File: config.mk
export PLATFORM = sky130hd
export DESIGN_NAME = iter_alu
export DESIGN_NICKNAME = d
export VERILOG_FILES = /design/src/rtl/alu_pkg.sv /design/src/rtl/alu_comb_ops.sv /design/src/rtl/iter_alu.sv
export SDC_FILE = /design/constraint.sdc
export NUM_CORES = 1
export LEC_CHECK = 0
export ABC_AREA = 0
export BUFFER_PORTS_ARGS = -buffer_cell sky130_fd_sc_hd__buf_4
export CAP_MARGIN = 25
export CORE_AREA = 2 2 106 108
export CTS_CLUSTER_DIAMETER = 50
export CTS_CLUSTER_SIZE = 24
export DETAILED_ROUTE_END_ITERATION = 8
export DIE_AREA = 0 0 108 110
export PLACE_DENSITY = 0.84
export SLEW_MARGIN = 0
export SYNTH_ARGS = -nofsm -noshare
export SYNTH_HDL_FRONTEND = slang
export SYNTH_HIERARCHICAL = 1
export SYNTH_SLANG_ARGS = --single-unit
File: constraint.sdc
create_clock -name clk -period 3.5 [get_ports clk]
set_input_delay 0.175 -clock clk [delete_from_list [all_inputs] [get_ports clk]]
set_output_delay 0.175 -clock clk [all_outputs]
set_load 0.02 [all_outputs]
File: src/rtl/alu_pkg.sv
// Shared ALU definitions: 4-bit operation codes and the iterative ALU state encoding.
package alu_pkg;

    localparam logic [3:0] OP_ADD = 4'b0010;
    localparam logic [3:0] OP_SUB = 4'b0110;
    localparam logic [3:0] OP_XOR = 4'b0100;
    localparam logic [3:0] OP_SRL = 4'b0101;
    localparam logic [3:0] OP_NOP = 4'b0000;

    typedef enum logic [1:0] {
        ST_IDLE  = 2'd0,
        ST_SHIFT = 2'd1,
        ST_DONE  = 2'd2
    } alu_state_e;

endpackage : alu_pkg

File: src/rtl/alu_comb_ops.sv
// Single-cycle ALU operations; NOP, SRL and undefined codes yield zero here.
module alu_comb_ops
    import alu_pkg::*;
#(
    parameter int unsigned XLEN = 32
) (
    input  logic [3:0]      op_i,
    input  logic [XLEN-1:0] a_i,
    input  logic [XLEN-1:0] b_i,
    output logic [XLEN-1:0] res_o
);

    always_comb begin
        res_o = '0;
        case (op_i)
            OP_ADD:  res_o = a_i + b_i;
            OP_SUB:  res_o = a_i - b_i;
            OP_XOR:  res_o = a_i ^ b_i;
            default: res_o = '0;
        endcase
    end

endmodule : alu_comb_ops

File: src/rtl/iter_alu.sv
// Iterative ALU: single-cycle ADD/SUB/XOR/NOP, one-bit-per-cycle logical right shift,
// valid/ready handshake on both sides with a registered result and zero flag.
module iter_alu
    import alu_pkg::*;
#(
    parameter int unsigned XLEN = 32
) (
    input  logic            clk,
    input  logic            rst_n,
    input  logic            in_valid,
    output logic            in_ready,
    input  logic [3:0]      alu_signal,
    input  logic [XLEN-1:0] op_a,
    input  logic [XLEN-1:0] op_b,
    output logic            out_valid,
    input  logic            out_ready,
    output logic [XLEN-1:0] result,
    output logic            zero
);

    localparam int unsigned SHW = $clog2(XLEN);

    alu_state_e      state_q, state_d;
    logic [XLEN-1:0] acc_q, acc_d;
    logic            zero_q, zero_d;
    logic [SHW-1:0]  cnt_q, cnt_d;
    logic [XLEN-1:0] comb_res;
    logic [SHW-1:0]  shamt;

    assign shamt = op_b[SHW-1:0];

    alu_comb_ops #(
        .XLEN (XLEN)
    ) u_comb_ops (
        .op_i  (alu_signal),
        .a_i   (op_a),
        .b_i   (op_b),
        .res_o (comb_res)
    );

    always_comb begin
        state_d = state_q;
        acc_d   = acc_q;
        zero_d  = zero_q;
        cnt_d   = cnt_q;
        case (state_q)
            ST_IDLE: begin
                if (in_valid) begin
                    state_d = ST_DONE;
                    if (alu_signal == OP_SRL) begin
                        acc_d  = op_a;
                        zero_d = (op_a == '0);
                        cnt_d  = shamt;
                        if (shamt != '0) begin
                            state_d = ST_SHIFT;
                        end
                    end else begin
                        acc_d  = comb_res;
                        zero_d = (comb_res == '0);
                    end
                end
            end
            ST_SHIFT: begin
                // Zero tracks the shifted value so it is valid the cycle DONE is entered.
                acc_d  = acc_q >> 1;
                zero_d = ((acc_q >> 1) == '0);
                cnt_d  = cnt_q - SHW'(1);
                if (cnt_q == SHW'(1)) begin
                    state_d = ST_DONE;
                end
            end
            ST_DONE: begin
                if (out_ready) begin
                    state_d = ST_IDLE;
                end
            end
            default: state_d = ST_IDLE;
        endcase
    end

    always_ff @(posedge clk or negedge rst_n) begin
        if (!rst_n) begin
            state_q <= ST_IDLE;
            acc_q   <= '0;
            zero_q  <= 1'b0;
            cnt_q   <= '0;
        end else begin
            state_q <= state_d;
            acc_q   <= acc_d;
            zero_q  <= zero_d;
            cnt_q   <= cnt_d;
        end
    end

    assign in_ready  = (state_q == ST_IDLE);
    assign out_valid = (state_q == ST_DONE);
    assign result    = acc_q;
    assign zero      = zero_q;

endmodule : iter_alu

---- After elaboration in Yosys (flattened, before gate mapping) ----
Cells that the tools add are included.
word-level totals
  register bits ........................... 40
  output and inout port bits .............. 35
cells by class
  $add $sub $neg .......................... 3
  equal/unequal tests ..................... 11
  multiplexer cells ....................... 16
  bitwise operators ....................... 1
  reductions and logical operators ........ 9
operators by type and width
  cell                                                   number
  logical NOT 32 bit                                     3
  case mux 32 bit (3 select lines)                       1
  2-to-1 mux 32 bit                                      2
  case mux 32 bit (2 select lines)                       1
  adder 32 bit                                           1
  subtractor 32 bit                                      1
  XOR 32 bit                                             1
  equality test 4 x 3 -> 1 bit, second input constant    3
  2-to-1 mux 2 bit                                       5
  2-to-1 mux 5 bit                                       2
  case mux 5 bit (2 select lines)                        1
  case mux 2 bit (3 select lines)                        1
  AND reduction 3 bit                                    2
  equality test 5 x 1 -> 1 bit, second input constant    1
  nonzero test 5 bit                                     1
  subtractor 5 x 1 -> 5 bit, second input constant       1
  equality test 4 x 2 -> 1 bit, second input constant    1
  inequality test 2 x 1 -> 1 bit, second input constant  2
  inequality test 2 bit, second input constant           2
  equality test 2 x 1 -> 1 bit, second input constant    1
  equality test 2 bit, second input constant             1
  logical NOT 2 bit                                      1
  2-to-1 mux 1 bit                                       2
  case mux 1 bit (2 select lines)                        1
  other kinds (2)                                        2

---- Longest topological paths before layout ----
Gate-level depths: netlist of the first run.
  word-level depth ........................ 6
  depth in mapped cells ................... 23
  mapped depth without buffers ............ 21

---- Hierarchy ----
Netlist of the first run, hierarchy kept.
by module, submodules not included
  module        instances  cells each  area each (um2)  seq. area each (um2)
  alu_comb_ops  1          440         2,987.9          0.0
  iter_alu      1          301         2,757.6          1,001.0

---- Least setup slack after synthesis of the first run ----
Ideal clock, no wire load.
  path type ............................... in2reg
  start point ............................. in op_b[4]
  end point ............................... reg zero_q (netlist: zero)
  data arrival time ....................... 4,470 ps
  path slack .............................. -1,036 ps
  stages .................................. 22
  cell sequence ........................... nor4_1 nand3b_1 or4_1 or2_1 clkbuf_1 nor3_1 nor2_1 xnor2_1 ha_1 clkbuf_1 and3_1 nor2b_1 nand2_1 a2111oi_0 nor3_1 nand2_1 xnor2_1 o22ai_1 nor4_1 nand4_1 nor4_1 o32a_1
on the way
  word-level cells in the longest chain between the ends .. 6
RTL lines
  element                                            line                                    source
  from (decl)                                        iter_alu.sv:14                          input logic [XLEN-1:0] op_b,
  subtractor 32 bit or adder 32 bit (tied branches)  alu_comb_ops.sv:17, alu_comb_ops.sv:16
  case mux 32 bit (3 select lines) (*)               alu_comb_ops.sv:15                      case (op_i)
  via comb_res[29]                                   iter_alu.sv:27                          logic [XLEN-1:0] comb_res;
  logical NOT 32 bit (*)                             iter_alu.sv:59                          zero_d = (comb_res == '0);
  2-to-1 mux 1 bit (*)                               iter_alu.sv:50                          if (alu_signal == OP_SRL) begin
  2-to-1 mux 1 bit (*)                               iter_alu.sv:48                          if (in_valid) begin
  case mux 1 bit (2 select lines) (*)                iter_alu.sv:46                          case (state_q)
  to (signal assigned)                               iter_alu.sv:90                          zero_q <= zero_d;
  to (decl)                                          iter_alu.sv:25                          logic zero_q, zero_d;
Mark *: on every way through the listed nets, which the timed path passes. The rest lies on a longest branch. The select of a mux whose other input is x is not followed.
A chain may end at the register's enable or synchronous reset.

---- Worst setup path in the final report of the first run ----
Same ends and word-level chain as after synthesis.

==> results of run 1 <==
-- sequential cells by signal (all words and copies together), names as in the netlist --
register / cells
result: 32
cnt_q: 5
state_q: 2
zero: 1
-- path summary, 6_finish.rpt --
| kind | start | slack (ps) | end |
|---|---|---|---|
| max | op_b[4] | -670 | zero |
| max reg2reg | result[7] | 1300 | zero |
| min reg2reg | cnt_q[4] | 530 | cnt_q[4] |
| max in group asynchronous | rst_n | 2750 | result[6] |
| min in group asynchronous | rst_n | 370 | result[23] |
| min | out_ready | 190 | state_q[1] |
-- cell type report --
class                           count  area share
Clock buffer                        6     0.00844
Multi-Input combinational cell    633       0.594
Inverter                           23      0.0100
Timing Repair Buffer              276       0.247
Clock inverter                      2     0.00407
Sequential cell                    40       0.116
Tap cell                          140      0.0204
-- metrics by stage --
stage          setup WS, ps  TNS (ps)  utilization  instance area (µm²)  hold WS, ps
2_1_floorplan          -579     -3520            -                 5970         -121
3_3_place_gp          -1150    -15160        0.730                 7810          172
3_5_place_dp          -1170    -16210        0.730                 7810          182
4_1_cts                -612     -4840        0.784                 8390          186
5_1_grt                -806     -9710        0.804                 8600          197
6_report               -673     -6330        0.804                 8600          194
-- logic make-up after synthesis --
| family | synth area share |
|---|---|
| and+or+nand+nor | 0.196 |
| buffers and inverters | 0.0549 |
| DFF | 0.174 |
| xor gates and xnor gates | 0.134 |
| muxes | 0.0699 |
| adders and majority gates | 0.0775 |
| AOI/OAI and AO/OA | 0.293 |
-- routing by layer --
metal	global-route usage	up-vias	routed length [µm]
met5	0	-	0
met4	0.131	0	898
met3	0.0547	80	2200
met2	0.660	389	11000
met1	0.518	3355	9530
li1	-	3252	-
-- layout by cell type, fill, tap and decap left out, types with 5 or more instances in the layout --
cell	synthesis	routed
a211oi_1	8	5
a21o_1	9	9
a21oi_1	77	49
a21oi_2	0	26
a22oi_1	31	31
buf_4	2	263
buf_6	4	11
clkbuf_8	0	5
dfrtp_1	40	40
ha_1	34	29
ha_2	0	5
inv_1	23	23
mux2_2	33	19
mux2_4	0	14
nand2_1	36	29
nand2b_1	6	6
nand3_1	9	6
nand4_1	7	7
nor2_1	39	35
nor2b_1	38	34
nor3_1	16	10
nor4_1	26	19
nor4_2	1	5
o211ai_1	6	6
o21ai_0	54	30
o21ai_1	4	20
o21ai_2	1	8
o21bai_1	8	7
o22ai_1	27	25
xnor2_1	62	61
xor2_1	24	24
-- power by group through the flow --
stage / clock network (µW) / registers [µW] / logic (µW)
2_1_floorplan: 0 / 1040 / 1010
3_3_place_gp: 0 / 901 / 2000
3_5_place_dp: 0 / 919 / 2050
4_1_cts: 389 / 915 / 2180
5_1_grt: 400 / 953 / 2440
6_report: 383 / 938 / 2300
-- repair_timing --
item,in CTS,in global routing
pin swaps,49,16
hold endpoints to repair,40,0
gates resized for setup,96,41
setup buffers,10,5
setup endpoints to repair,20,23
hold buffers,1,0
-- tightest hold or removal path: cells and delay by family --
kind	cells	cell delay, ps
buffers and inverters	2	110
AOI/OAI and AO/OA	2	170
==> reports/qor.yml, run 1 <==
cts_tree: "done"
total_power_uw: 3620
area_growth_pct: 49.7
synth-edff-count: 0
switching_share: 0.466
ys_warn_count: 6
gp_congestion: 1.04
ctsRootBufferMaster: "clkbuf_8"
crit_required_ps: 3700
critPathBufInv: 3
antennaDiodeCount: 0
fin_ws_ps: -673
pwr-share-comb: 0.635
leakagePower_uw: 0.00376
tightest_slew_ps: 757
worstPathArrival_ps: 4380
synth_area_leaders: "dfrtp_1 17%, xnor2_1 9.5%, ha_1 7.4%, a21oi_1 6.7%, mux2_2 6.5%"
finalNetCount: 1086
start_util: 0.537
clock_power_share: 0.106
fill_cells: 737
core-area_um2: 10700
violations: "setup timing"
fin_cells: 1120
start_kind: "input port"
crit_fanout: 4
setup_viol: 18
cpMaxStageDelayCell: "or4_4"
path_clk_slew_ps: 90
viasPerCell: 6.32
drv_cap: 0
grt_overflow_total: 0
ys_seq_elements: 40
cts_buffer_depth: 2
crit_cells: 21
synth.yosys.seq_area_share: 0.174
fmax_mhz: 240
grt_first_pass_wirelength_mm: 36.4
cts.sinks: 40
path_delay_family: "simple AND/OR/NAND/NOR gates"
vdd_ir_drop_max_mv: 0.619
antenna_found_initial: 0
postSynthAreaPerCell_um2: 7.75
multi_input_area_um2: 5110
synth_common_cells: "77 x a21oi_1, 62 x xnor2_1, 54 x o21ai_0"
io_pins: 107
drt_iter0_markers: 545
synthesis.nets: 848
synthesis.area_um2: 5750
port_buffers: 106
period_share: 1.19
p_int_uw: 1930
path_class: "input port to flop"
p_switching_uw: 1680
dr.pass1.iters: 5
rr_worst_depth: 4
grt_max_degree: 41
slew_viol_final: 0
die_h_um: 110
dp_cells: 1097
slowest_delay_ps: 450
synth_most_common_cell: "a21oi_1"
worstPathCellList: "buf_8 > nor4_4 > nand3b_1 > or4_4 > or2_4 > o31ai_2 > xor2_1 > ha_1 > nand4_1 > buf_4 > a2bb2oi_1 > buf_4 > a2111oi_4 > nor3_2 > nand2_1 > mux2_4 > nand2_4 > nor4_2 > nand4_1 > nor4_2 > o32a_1"
worstHoldPathCells: 4
dp_hpwl_mm: 17.7
synthArstFlopShare: 1.00
period_needed_ps: 4170
clock_latency_ps: 310
netlist_instances: 741
fin_skew_ps: 11.3
routed_wirelength_mm: 23.6
hold_viol: 0
drive_gt1_frac: 0.441
cts_buffers: 5
core.rowCount: 38
grt_pass1_vias: 6881
power_density_nw_per_um2: 420
num_vias: 7076
drtAntennaViolNets: 0
die_x_um: 108
slew_headroom: 0.491
grtUsageTotal: 0.392
min_path_type: "input port to flop"
outcome: "complete, but fails checks"
end_kind: "flop"
cts_htree_levels: 2
rsz0062_at_grt: "yes"
synth.top_cell.area_share: 0.174
synth_ff_type: "dfrtp_1"
synth_area_leader_cell: "dfrtp_1"
post_drt_wl_per_cell_um: 21.1
seq_area_um2: 1000
die_area_um2: 11900
drc: 0
synth_cell_types: 70
sequentialPowerShare: 0.259
No activity file was read; power rests on OpenSTA's default activity.
==> run 2: changes to the inputs <==
- clock period: 3.5 -> 4.8 ns (I/O delays scaled with it)
==> reports/qor.yml, run 2 (synthesis results as in run 1) <==
drv_cap: 0
path_clk_slew_ps: 90
port_buffers: 106
fin_skew_ps: 12.9
cpMaxStageDelayCell: "or4_1"
total_power_uw: 2270
critPathBufInv: 3
dp_hpwl_mm: 14.8
grtUsageTotal: 0.314
start_util: 0.537
layout_commonest_cell: "buf_4"
cts_buffer_depth: 2
die_area_um2: 11900
cpMostUsedCell: "buf_4"
setup_viol: 0
end_kind: "flop"
cts_tree: "done"
crit_required_ps: 5040
area_growth_pct: 23.0
grt_first_pass_wirelength_mm: 29.8
core.rowCount: 38
grt_max_degree: 41
most-common-layout-cells: "158 x buf_4, 77 x a21oi_1, 62 x xnor2_1"
die_h_um: 110
grt_pass1_vias: 5848
vdd_ir_drop_max_mv: 0.373
viasPerCell: 6.45
drive_gt1_frac: 0.258
ctsRootBufferMaster: "clkbuf_8"
routed_wirelength_mm: 19.1
io_pins: 107
period_needed_ps: 4570
slew_headroom: 0.405
outcome: "finished, final reports clean"
final_core_util: 0.660
largest_reg_flops: 32
worstPathCellList: "buf_4 > nor4_2 > buf_4 > nand3b_1 > or4_1 > or2_4 > o21ai_1 > xor2_1 > ha_1 > buf_4 > and2_1 > nand3_1 > o221ai_1 > nor2_1 > o31ai_1 > xnor2_1 > o22ai_1 > nor4_1 > nand4_1 > nor4_2 > o32a_1"
path_class: "input port to flop"
dr.pass1.iters: 6
gp_congestion: 0.995
cts.sinks: 40
power_density_nw_per_um2: 322
leakagePower_uw: 0.00302
die_x_um: 108
fmax_mhz: 219
worstPathArrival_ps: 4820
cts_htree_levels: 2
antennaDiodeCount: 0
post_cts_buffers: 0
num_vias: 6476
finalNetCount: 970
hold_viol: 0
grt_overflow_total: 0
slowest_delay_ps: 430
drtAntennaViolNets: 0
core-area_um2: 10700
start_kind: "input port"
slew_viol_final: 0
antenna_found_initial: 0
cts_buffers: 5
drt_iter0_markers: 638
clock_latency_ps: 300
crit_fanout: 6
min_path_type: "input port to flop"
post_drt_wl_per_cell_um: 19.1
tightest_slew_ps: 888
period_share: 0.953
drc: 0
path_delay_family: "simple AND/OR/NAND/NOR gates"
-- run 2: cell types whose count changed in the layout (fill, tap and decap cells not counted), moves of 7 or more --
| cell | delta |
|---|---|
| buf_4 | -105 |
| a21oi_1 | +28 |
| a21oi_2 | -26 |
| o21ai_0 | +23 |
| o21ai_1 | -15 |
| mux2_2 | +14 |
| mux2_4 | -14 |
| buf_6 | -11 |
| nand2_1 | +7 |
| o21ai_2 | -7 |
-- run 2: layout make-up --
cell class                 count  area [µm²]
clock inverter                 2        10.0
clock buffer                   6        82.6
fill                         917        3630
tap                          140         175
sequential                    40        1000
timing repair buffer         160        1220
inverter                      23        86.3
multi-input combinational    633        4490
-- run 2: what timing repair did --
action | CTS | global route
resized for setup | 1 | 10
hold buffers | 1 | 0
setup endpoints to repair | 1 | 3
endpoints found under the hold margin | 40 | 0
-- run 2: metrics by stage --
step                      cells  instance area (µm²)  hold WS (ps)  setup TNS [ps]  worst slack (ps)
after global routing       1004                 7060           285           -42.8             -42.8
after global placement      994                 6880           246            -150              -131
after floorplan             741                 5750         -55.6               0               199
final                      1004                 7060           261               0               226
after detailed placement    994                 6880           245            -617              -319
after CTS                  1003                 6990           256               0              91.0
-- run 2: final timing paths --
path,slack (ps),from,endpoint,cells after the start
min,260,out_ready,state_q[1],4
max reg2reg,2840,state_q[1],result[30],4
min in group asynchronous,450,rst_n,result[26],2
min reg2reg,510,cnt_q[0],cnt_q[0],1
max,230,op_b[4],zero,21
max in group asynchronous,3970,rst_n,result[2],2
-- run 2: layer usage --
metal,vias to the layer above,routed length [µm],GRT usage
met4,0,361,0.0797
met5,-,0,0
li1,3018,-,-
met2,414,8700,0.511
met1,3007,8010,0.449
met3,37,2050,0.0317
-- run 2: worst reg2reg max path, stage by stage (launching register included) --
cell and delay (ps):
dfrtp_1 390, nor2b_2 700, buf_4 390, o21ai_0 120
mux2_2 260
-- run 2: where the power goes --
group / total (µW) / switching [µW] / internal, µW / leakage (µW)
clock network: 236 / 121 / 115 / 0.0000510
registers: 666 / 186 / 480 / 0.000512
logic: 1370 / 752 / 620 / 0.00246
